`config.mk`:
```
export PLATFORM = sky130hd
export DESIGN_NAME = clk_quad_div_ctrl
export DESIGN_NICKNAME = d
export VERILOG_FILES = /design/src/rtl/clk_quad_div_pkg.sv /design/src/rtl/clk_quad_div_cfg_slot.sv /design/src/rtl/clk_quad_div_ctrl.sv
export SDC_FILE = /design/constraint.sdc
export NUM_CORES = 1
export LEC_CHECK = 0
export ABC_CLOCK_PERIOD_IN_PS = 5900
export BUFFER_PORTS_ARGS = -buffer_cell sky130_fd_sc_hd__buf_4
export CORE_MARGIN = 2
export CORE_UTILIZATION = 60
export CTS_BUF_LIST = sky130_fd_sc_hd__clkbuf_16
export CTS_CLUSTER_SIZE = 14
export DETAILED_ROUTE_END_ITERATION = 10
export PLACE_DENSITY = 0.81
export RECOVER_POWER = 25
export SYNTH_ARGS = -nofsm -noshare
export SYNTH_HDL_FRONTEND = slang
export SYNTH_HIERARCHICAL = 1
export SYNTH_SLANG_ARGS = --single-unit
```
`constraint.sdc`:
```
create_clock -name clk_i -period 5.9 [get_ports clk_i]
set_clock_uncertainty 0.15 [all_clocks]
set_input_delay 0 -clock clk_i [delete_from_list [all_inputs] [get_ports clk_i]]
set_output_delay 0 -clock clk_i [all_outputs]
set_load 0.005 [all_outputs]
```
`src/rtl/clk_quad_div_pkg.sv`:
```
// Shared types and constants for the quadrature clock divider controller.
package clk_quad_div_pkg;

  typedef enum logic [1:0] {
    IDLE     = 2'd0,
    RUN      = 2'd1,
    STOPPING = 2'd2
  } clk_div_state_e;

  localparam int unsigned MIN_QUARTER   = 1;
  localparam int unsigned RESET_QUARTER = MIN_QUARTER;

endpackage

```
`src/rtl/clk_quad_div_cfg_slot.sv`:
```
// Pending quarter-period slot: valid/ready acceptance, zero clamping and the
// strobe that hands the pending value to the active register at a wrap.
module clk_quad_div_cfg_slot
  import clk_quad_div_pkg::*;
#(
  parameter int CNT_WIDTH = 8
) (
  input  logic                 clk_i,
  input  logic                 rst_i,
  input  logic                 cfg_valid_i,
  input  logic [CNT_WIDTH-1:0] cfg_quarter_i,
  input  logic                 running_i,
  input  logic                 wrap_i,
  output logic                 cfg_ready_o,
  output logic                 accept_o,
  output logic [CNT_WIDTH-1:0] quarter_o,
  output logic                 apply_o,
  output logic [CNT_WIDTH-1:0] q_pend_o
);

  logic                 pend_vld_q, pend_vld_d;
  logic [CNT_WIDTH-1:0] q_pend_q, q_pend_d;

  // Handshake: a transfer happens on any edge where cfg_valid_i && cfg_ready_o.
  assign cfg_ready_o = !pend_vld_q;
  assign accept_o    = cfg_valid_i && !pend_vld_q;
  assign quarter_o   = (cfg_quarter_i == '0) ? CNT_WIDTH'(MIN_QUARTER) : cfg_quarter_i;
  assign apply_o     = wrap_i && pend_vld_q;
  assign q_pend_o    = q_pend_q;

  // accept needs an empty slot and apply needs a full one, so they never overlap.
  always_comb begin
    pend_vld_d = pend_vld_q;
    q_pend_d   = q_pend_q;
    if (apply_o) begin
      pend_vld_d = 1'b0;
    end
    if (accept_o && running_i) begin
      pend_vld_d = 1'b1;
      q_pend_d   = quarter_o;
    end
  end

  always_ff @(posedge clk_i or posedge rst_i) begin
    if (rst_i) begin
      pend_vld_q <= 1'b0;
      q_pend_q   <= CNT_WIDTH'(RESET_QUARTER);
    end else begin
      pend_vld_q <= pend_vld_d;
      q_pend_q   <= q_pend_d;
    end
  end

endmodule

```
`src/rtl/clk_quad_div_ctrl.sv`:
```
// Programmable quadrature clock divider: period 4Q, clk90_o lags clk_o by Q,
// ratio changes and stops only take effect at period boundaries.
module clk_quad_div_ctrl
  import clk_quad_div_pkg::*;
#(
  parameter int CNT_WIDTH = 8
) (
  input  logic                 clk_i,
  input  logic                 rst_i,
  input  logic                 en_i,
  input  logic                 cfg_valid_i,
  output logic                 cfg_ready_o,
  input  logic [CNT_WIDTH-1:0] cfg_quarter_i,
  output logic                 clk_o,
  output logic                 clk90_o,
  output logic                 period_o,
  output logic                 busy_o
);

  localparam int CW2 = CNT_WIDTH + 2;

  clk_div_state_e       state_q, state_d;
  logic [CW2-1:0]       cnt_q, cnt_d;
  logic [CNT_WIDTH-1:0] q_act_q, q_act_d;
  logic                 clk_q, clk90_q, period_q;

  logic                 running, wrap, accept, apply;
  logic [CNT_WIDTH-1:0] quarter_in, q_pend;
  logic [CW2-1:0]       end_cnt, q_ext, half_ext, three_ext;

  assign running = (state_q != IDLE);
  assign end_cnt = {q_act_q, 2'b00} - CW2'(1);
  assign wrap    = running && (cnt_q == end_cnt);

  clk_quad_div_cfg_slot #(
    .CNT_WIDTH(CNT_WIDTH)
  ) u_cfg_slot (
    .clk_i        (clk_i),
    .rst_i        (rst_i),
    .cfg_valid_i  (cfg_valid_i),
    .cfg_quarter_i(cfg_quarter_i),
    .running_i    (running),
    .wrap_i       (wrap),
    .cfg_ready_o  (cfg_ready_o),
    .accept_o     (accept),
    .quarter_o    (quarter_in),
    .apply_o      (apply),
    .q_pend_o     (q_pend)
  );

  // Raising en_i again while stopping simply resumes; the counter never restarts.
  always_comb begin
    state_d = state_q;
    cnt_d   = cnt_q;
    q_act_d = q_act_q;
    case (state_q)
      IDLE: begin
        if (accept) q_act_d = quarter_in;
        if (en_i) begin
          state_d = RUN;
          cnt_d   = '0;
        end
      end
      RUN, STOPPING: begin
        if (wrap) begin
          cnt_d   = '0;
          state_d = en_i ? RUN : IDLE;
          if (apply) q_act_d = q_pend;
        end else begin
          cnt_d   = cnt_q + CW2'(1);
          state_d = en_i ? RUN : STOPPING;
        end
      end
      default: state_d = IDLE;
    endcase
  end

  // Outputs are decoded from next-state so they line up with the count they describe.
  assign q_ext     = {2'b00, q_act_d};
  assign half_ext  = {1'b0, q_act_d, 1'b0};
  assign three_ext = half_ext + q_ext;

  always_ff @(posedge clk_i or posedge rst_i) begin
    if (rst_i) begin
      state_q  <= IDLE;
      cnt_q    <= '0;
      q_act_q  <= CNT_WIDTH'(RESET_QUARTER);
      clk_q    <= 1'b0;
      clk90_q  <= 1'b0;
      period_q <= 1'b0;
    end else begin
      state_q  <= state_d;
      cnt_q    <= cnt_d;
      q_act_q  <= q_act_d;
      clk_q    <= (state_d != IDLE) && (cnt_d < half_ext);
      clk90_q  <= (state_d != IDLE) && (cnt_d >= q_ext) && (cnt_d < three_ext);
      period_q <= (state_d != IDLE) && (cnt_d == '0);
    end
  end

  assign clk_o    = clk_q;
  assign clk90_o  = clk90_q;
  assign period_o = period_q;
  assign busy_o   = running;

endmodule

```
Word-level counts from Yosys, hierarchy flattened. Cells that the tools add are included.

Register bits: 32. Bits of input ports: 12. Output and inout bits: 5. Word-level logic and storage cells: 48.

Add/sub/neg operators: 3. $lt $le $gt $ge: 3. Eq/ne operators: 3. Muxes and demuxes: 15. Reductions and logical operators: 16.

Operators by type and width (number): 8-bit two-way mux (4); 10-bit two-way mux (2); 10-bit case mux with 2 select lines (1); 8-bit case mux with 2 select lines (1); 10-bit by 1-bit adder with 10-bit output, second input constant (1); 9-bit by 8-bit adder with 10-bit output (1); 10-bit equality test (1); 10-bit by 8-bit greater-or-equal comparator with 1-bit output (1); 10-bit zero test (1); 10-bit < comparator (1); 10-bit by 9-bit < comparator with 1-bit output (1); 10-bit by 1-bit subtractor with 10-bit output, second input constant (1); 1-bit logical AND (8); 8-bit zero test (1); 2-bit two-way mux (3); 2-bit nonzero test (3); 2-bit case mux with 2 select lines (1); 1-bit two-way mux (3); 2-bit by 1-bit equality test with 1-bit output, second input constant (1); 2-bit equality test, second input constant (1); 2-bit zero test (1); 2-bit OR reduction (1); 1-bit zero test (1).

Depth between registers and ports, before layout.
Depth after elaboration: 10. Depth in mapped cells: 28. Mapped depth without buffers: 27.

By module. Netlist, hierarchy kept.

By module, submodules not included: clk_quad_div_ctrl (instances 1, cells an instance 281, area an instance 2471.1 um^2, seq. area each 576.8 um^2); clk_quad_div_cfg_slot (instances 1, cells an instance 33, area an instance 436.7 um^2, seq. area each 226.5 um^2).

Least setup slack after synthesis. Ideal clock, no wire load.

Path kind: reg-to-reg. From: reg q_act_q[0]. To: reg clk90_q, in the netlist clk90_o. Setup time: 0.094 ns. Arrival: 4.952 ns. Data required time: 5.656 ns. Path slack: 0.704 ns. Stages on the path, launching flop included: 26. Path buffers: 1. Path through: dfstp_2 inv_1 ha_1 xor2_1 and4_1 o211ai_2 or4_1 inv_1 and2_2 o21ai_0 nor4_4 buf_2 a31oi_1 o21ai_0 ha_1 a21o_1 a21oi_1 nor2b_1 o21ai_0 a21oi_1 xor2_1 ha_1 a21o_1 a21oi_1 o21ai_0 a211oi_1.

Longest elaborated chain between the ends: 10.

RTL lines: start: declaration (RTL line clk_quad_div_ctrl.sv:24) `logic [CNT_WIDTH-1:0] q_act_q, q_act_d;`; start signal: assignment (RTL line clk_quad_div_ctrl.sv:87) `q_act_q <= CNT_WIDTH'(RESET_QUARTER);`; start signal: assignment (RTL line clk_quad_div_ctrl.sv:94) `q_act_q <= q_act_d;`; 10-bit by 1-bit subtractor with 10-bit output * (RTL line clk_quad_div_ctrl.sv:32) `assign end_cnt = {q_act_q, 2'b00} - CW2'(1);`; 10-bit equality test * (RTL line clk_quad_div_ctrl.sv:33) `assign wrap = running && (cnt_q == end_cnt);`; 1-bit logical AND * (RTL line clk_quad_div_ctrl.sv:33); named net wrap (RTL line clk_quad_div_ctrl.sv:27) `logic running, wrap, accept, apply;`; 1-bit logical AND * (RTL line clk_quad_div_cfg_slot.sv:28) `assign apply_o = wrap_i && pend_vld_q;`; named net apply (RTL line clk_quad_div_ctrl.sv:27); 8-bit two-way mux * (RTL line clk_quad_div_ctrl.sv:68) `if (apply) q_act_d = q_pend;`; 8-bit two-way mux * (RTL line clk_quad_div_ctrl.sv:65) `if (wrap) begin`; 8-bit case mux with 2 select lines * (RTL line clk_quad_div_ctrl.sv:56) `case (state_q)`; named net q_act_d[1] (RTL line clk_quad_div_ctrl.sv:24); 9-bit by 8-bit adder with 10-bit output / 10-bit by 8-bit greater-or-equal comparator with 1-bit output (equally long branches) (RTL line clk_quad_div_ctrl.sv:81, clk_quad_div_ctrl.sv:96); 10-bit < comparator / 1-bit logical AND (equally long branches) (RTL line clk_quad_div_ctrl.sv:96) `clk90_q <= (state_d != IDLE) && (cnt_d >= q_ext) && (cnt_d < three_ext);`; 1-bit logical AND * (RTL line clk_quad_div_ctrl.sv:96); end signal: assignment (RTL line clk_quad_div_ctrl.sv:96); end: declaration (RTL line clk_quad_div_ctrl.sv:25) `logic clk_q, clk90_q, period_q;`.

The timed path passes the listed nets; every way through them passes the cells marked *. A chain may end at the register's enable or synchronous reset.

Worst setup path in the final report. Same ends and word-level chain as after synthesis.

==> results.yml <==
critical_path:
  required_ns: 5.93
  crit_path_start: "q_act_q[0]"
  crit_fanout: 7
  r2r_slack_ns: 0.29
  critPathLaunchType: "flip-flop"
  crit_type: "reg2reg"
  endpoint: "clk90_o"
  r2r-end: "clk90_o"
  r2r_cells: 24
  rr_startpoint: "q_act_q[0]"
  cp.arrival_ns: 5.64
  endpoint_kind: "flip-flop"
synthesis:
  yosysSeqAreaShare_pct: 27.62
  synth-seq-cells: 32
  synth.most_common_cell: "ha_1"
  ys_types: 63
  yosys_warnings: 6
  synth_edf_count: 0
  syn_avg_cell_area_um2: 9.260
  synth_largest_area_cell: "dfrtp_1"
  synth_common_cells: "37 x ha_1, 30 x dfrtp_1, 26 x o21ai_0"
  synth.area.top_cells: "dfrtp_1 26%, ha_1 16%, mux2_4 4.6%, o21ai_0 4.5%, xor2_1 3.9%"
  syn_area_um2: 2908
  netlist.area_leader.share_pct: 25.82
  synth_ff_type: "dfrtp_1"
  synth_nets: 364
  async_reset_ff_share_pct: 100.0
  syn_inst: 314
finish:
  nets: 387
  seq_area_um2: 803.3
  antenna_cells: 0
  fin_area_um2: 3329
  fill_cells: 340
  stdcell_count: 392
  multi_input_area_um2: 1947
  drive_gt1_share_pct: 18.64
  syn_to_final_growth_pct: 14.50
sta:
  post-route-period-util_pct: 95.08
  hold_viol_final: 0
  final.setup.tns_ns: 0
  setup_viol: 0
  tightest_slew_ns: 0.9097
  worst_slack_ns: 0.2904
  relSlewSlack_pct: 39.29
  fmax_mhz: 178.3
  maxSlewViolCount: 0
  fin_crit_ns: 5.610
floorplanning:
  fp.dieH_um: 73.62
  die_area_um2: 5419
  rows: 25
  io_pins: 17
  coreArea_um2: 4692
  start_util_pct: 61.97
  die_w_um: 73.62
placed_design:
  dp_hpwl_um: 5165
  placed_area_um2: 3043
  dp.cells: 371
  io_buffers: 16
  gp_congestion: 0.9021
  place_ws_ns: 0.2819
pwr:
  powerDensity_nw_per_um2: 503.7
  p_int_uw: 892.2
  seq_power_share_pct: 20.5
  p_sw_share_pct: 46.80
  p_switching_uw: 784.8
  power_frac_comb_pct: 64.1
  vdd_drop_max_v: 0.0003674
  p_clk_share_pct: 15.4
  p_leak_uw: 0.001647
route:
  drc: 0
  post_drt_wl_per_cell_um: 17.89
  postRouteAntennaNets: 0
  drt_iter0_drc: 176
  vias_per_cell: 6.327
  firstDrtPassIters: 5
  finalWirelength_um: 7012
  vias: 2480
cts:
  clock_sinks: 32
  numCtsBuffers: 5
  htree_levels: 2
  cts_root_buffer: "clkbuf_16"
  cts_tree: "built"
  worstSkewPairLatency_ns: 0.28
  clk_path_buf_depth: 2
  path_clk_slew_ns: 0.06
grt:
  grt-ovfl-total: 0
  grt_pass1_wl_um: 12090
  gr-usage-all-layers_pct: 29.00
  grt_pass1_vias: 2528
  grt_start_max_net_pins: 24
  antenna_found_initial: 0
run_status:
  status: "completed"
hold_path:
  worstHoldPathType: "in2async"
flow_run:
  maxCapViolCount: 0
[repair_timing]
item,4_1_cts,5_1_grt
endpoints found under the setup margin,0,1
setup buffers,0,3
gates resized for setup,0,7
endpoints found under the hold margin,42,0
hold buffers,10,0
[state kept, by name (all words and copies together) (netlist names)]
register               count
clk90_o                    1
q_act_q                    8
u_cfg_slot/q_pend_o        8
clk_o                      1
u_cfg_slot/pend_vld_q      1
period_o                   1
state_q                    2
cnt_q                     10
[critical path: stages, from the launching register on]
cell and delay, ns:
dfstp_2 0.59, inv_1 0.07, ha_1 0.30, xor2_1 0.16, and4_1 0.23, o211ai_2 0.16, or4_4 0.47, inv_1 0.08
and2_2 0.13, o21ai_0 0.13, nor4_4 0.24, buf_4 0.20, mux2_4 0.32, a221oi_4 0.31, inv_1 0.15, ha_1 0.25
or3_1 0.36, o21ai_0 0.08, a21oi_1 0.07, xor2_1 0.15, ha_1 0.30, a21o_1 0.18, a21oi_1 0.14, o21ai_0 0.12
a211oi_1 0.17
[stage by stage]
stage                     utilization, %  hold slack (ns)  power (uW)
after floorplan                        -          -0.3228        1157
after global placement             64.85          -0.1610        1347
after detailed placement           64.85          -0.1542        1380
after CTS                          70.16           0.1031        1656
after global routing               70.96           0.1351        1833
final                              70.96           0.1108        1677
[worst min path at each step]
stage / from / cells after the start / endpoint / slack (ns)
finish: rst_i / 3 / u_cfg_slot/q_pend_o[7] / 0.11
global route: rst_i / 3 / u_cfg_slot/q_pend_o[7] / 0.14
CTS: rst_i / 3 / u_cfg_slot/q_pend_o[7] / 0.10
detailed placement: rst_i / 2 / u_cfg_slot/q_pend_o[7] / -0.15
global placement: rst_i / 2 / u_cfg_slot/q_pend_o[7] / -0.16
floorplan: rst_i / 1 / u_cfg_slot/pend_vld_q / -0.32
[kinds of logic after synthesis]
family                     after synthesis  share of synthesized area, %
xor gates and xnor gates                20                         6.282
AOI/OAI and AO/OA                       93                         22.20
and+or+nand+nor                         80                         16.35
DFF                                     32                         27.62
muxes                                   10                         4.991
adders and majority gates               38                         16.61
buffers and inverters                   41                         5.938
[power by group through the flow]
stage / clock network [uW] / registers (uW) / logic, uW
6_report: 259 / 344 / 1070
5_1_grt: 271 / 351 / 1210
4_1_cts: 261 / 339 / 1060
3_5_place_dp: 0 / 343 / 1040
3_3_place_gp: 0 / 340 / 1010
2_1_floorplan: 0 / 305 / 852
[placed cells by master (no fill, tap or decap), types with 2 or more instances in the layout]
cell type,instances
and4_1,3
nand2_1,15
nor2b_1,9
o21a_1,2
xnor2_1,6
a31oi_1,6
nor3_1,7
dlygate4sd3_1,10
o31ai_2,2
o21ai_0,23
o21ai_1,10
a21o_1,10
clkbuf_16,5
dfstp_2,2
clkbuf_4,5
clkinvlp_4,2
xor2_1,13
a211oi_1,3
and3_1,3
buf_4,18
nand4_1,3
dfrtp_1,30
nand2b_1,4
o211ai_1,2
mux2_4,9
nor2_1,15
o2111ai_1,2
a21oi_1,13
a22oi_1,7
nand3b_1,2
nor4_4,2
or3_1,2
ha_1,37
nand3_1,4
inv_1,23
[metal layers]
metal  vias up  share of wire [%]  track usage, %
met1      1202                 44           37.75
met2        79                 48           47.02
li1       1183                  -               -
met3        16                5.6           5.350
met5         -                  0               0
met4         0                2.3           12.53
[cell type report]
class / instances / area share (%)
tap: 54 / 2.029
timing repair buffer: 33 / 8.192
clock buffer: 5 / 3.758
clock inverter: 3 / 0.7140
multi-input combinational: 241 / 58.47
sequential: 32 / 24.13
inverter: 24 / 2.706
Note: power is estimated with default switching activity, not from simulation.
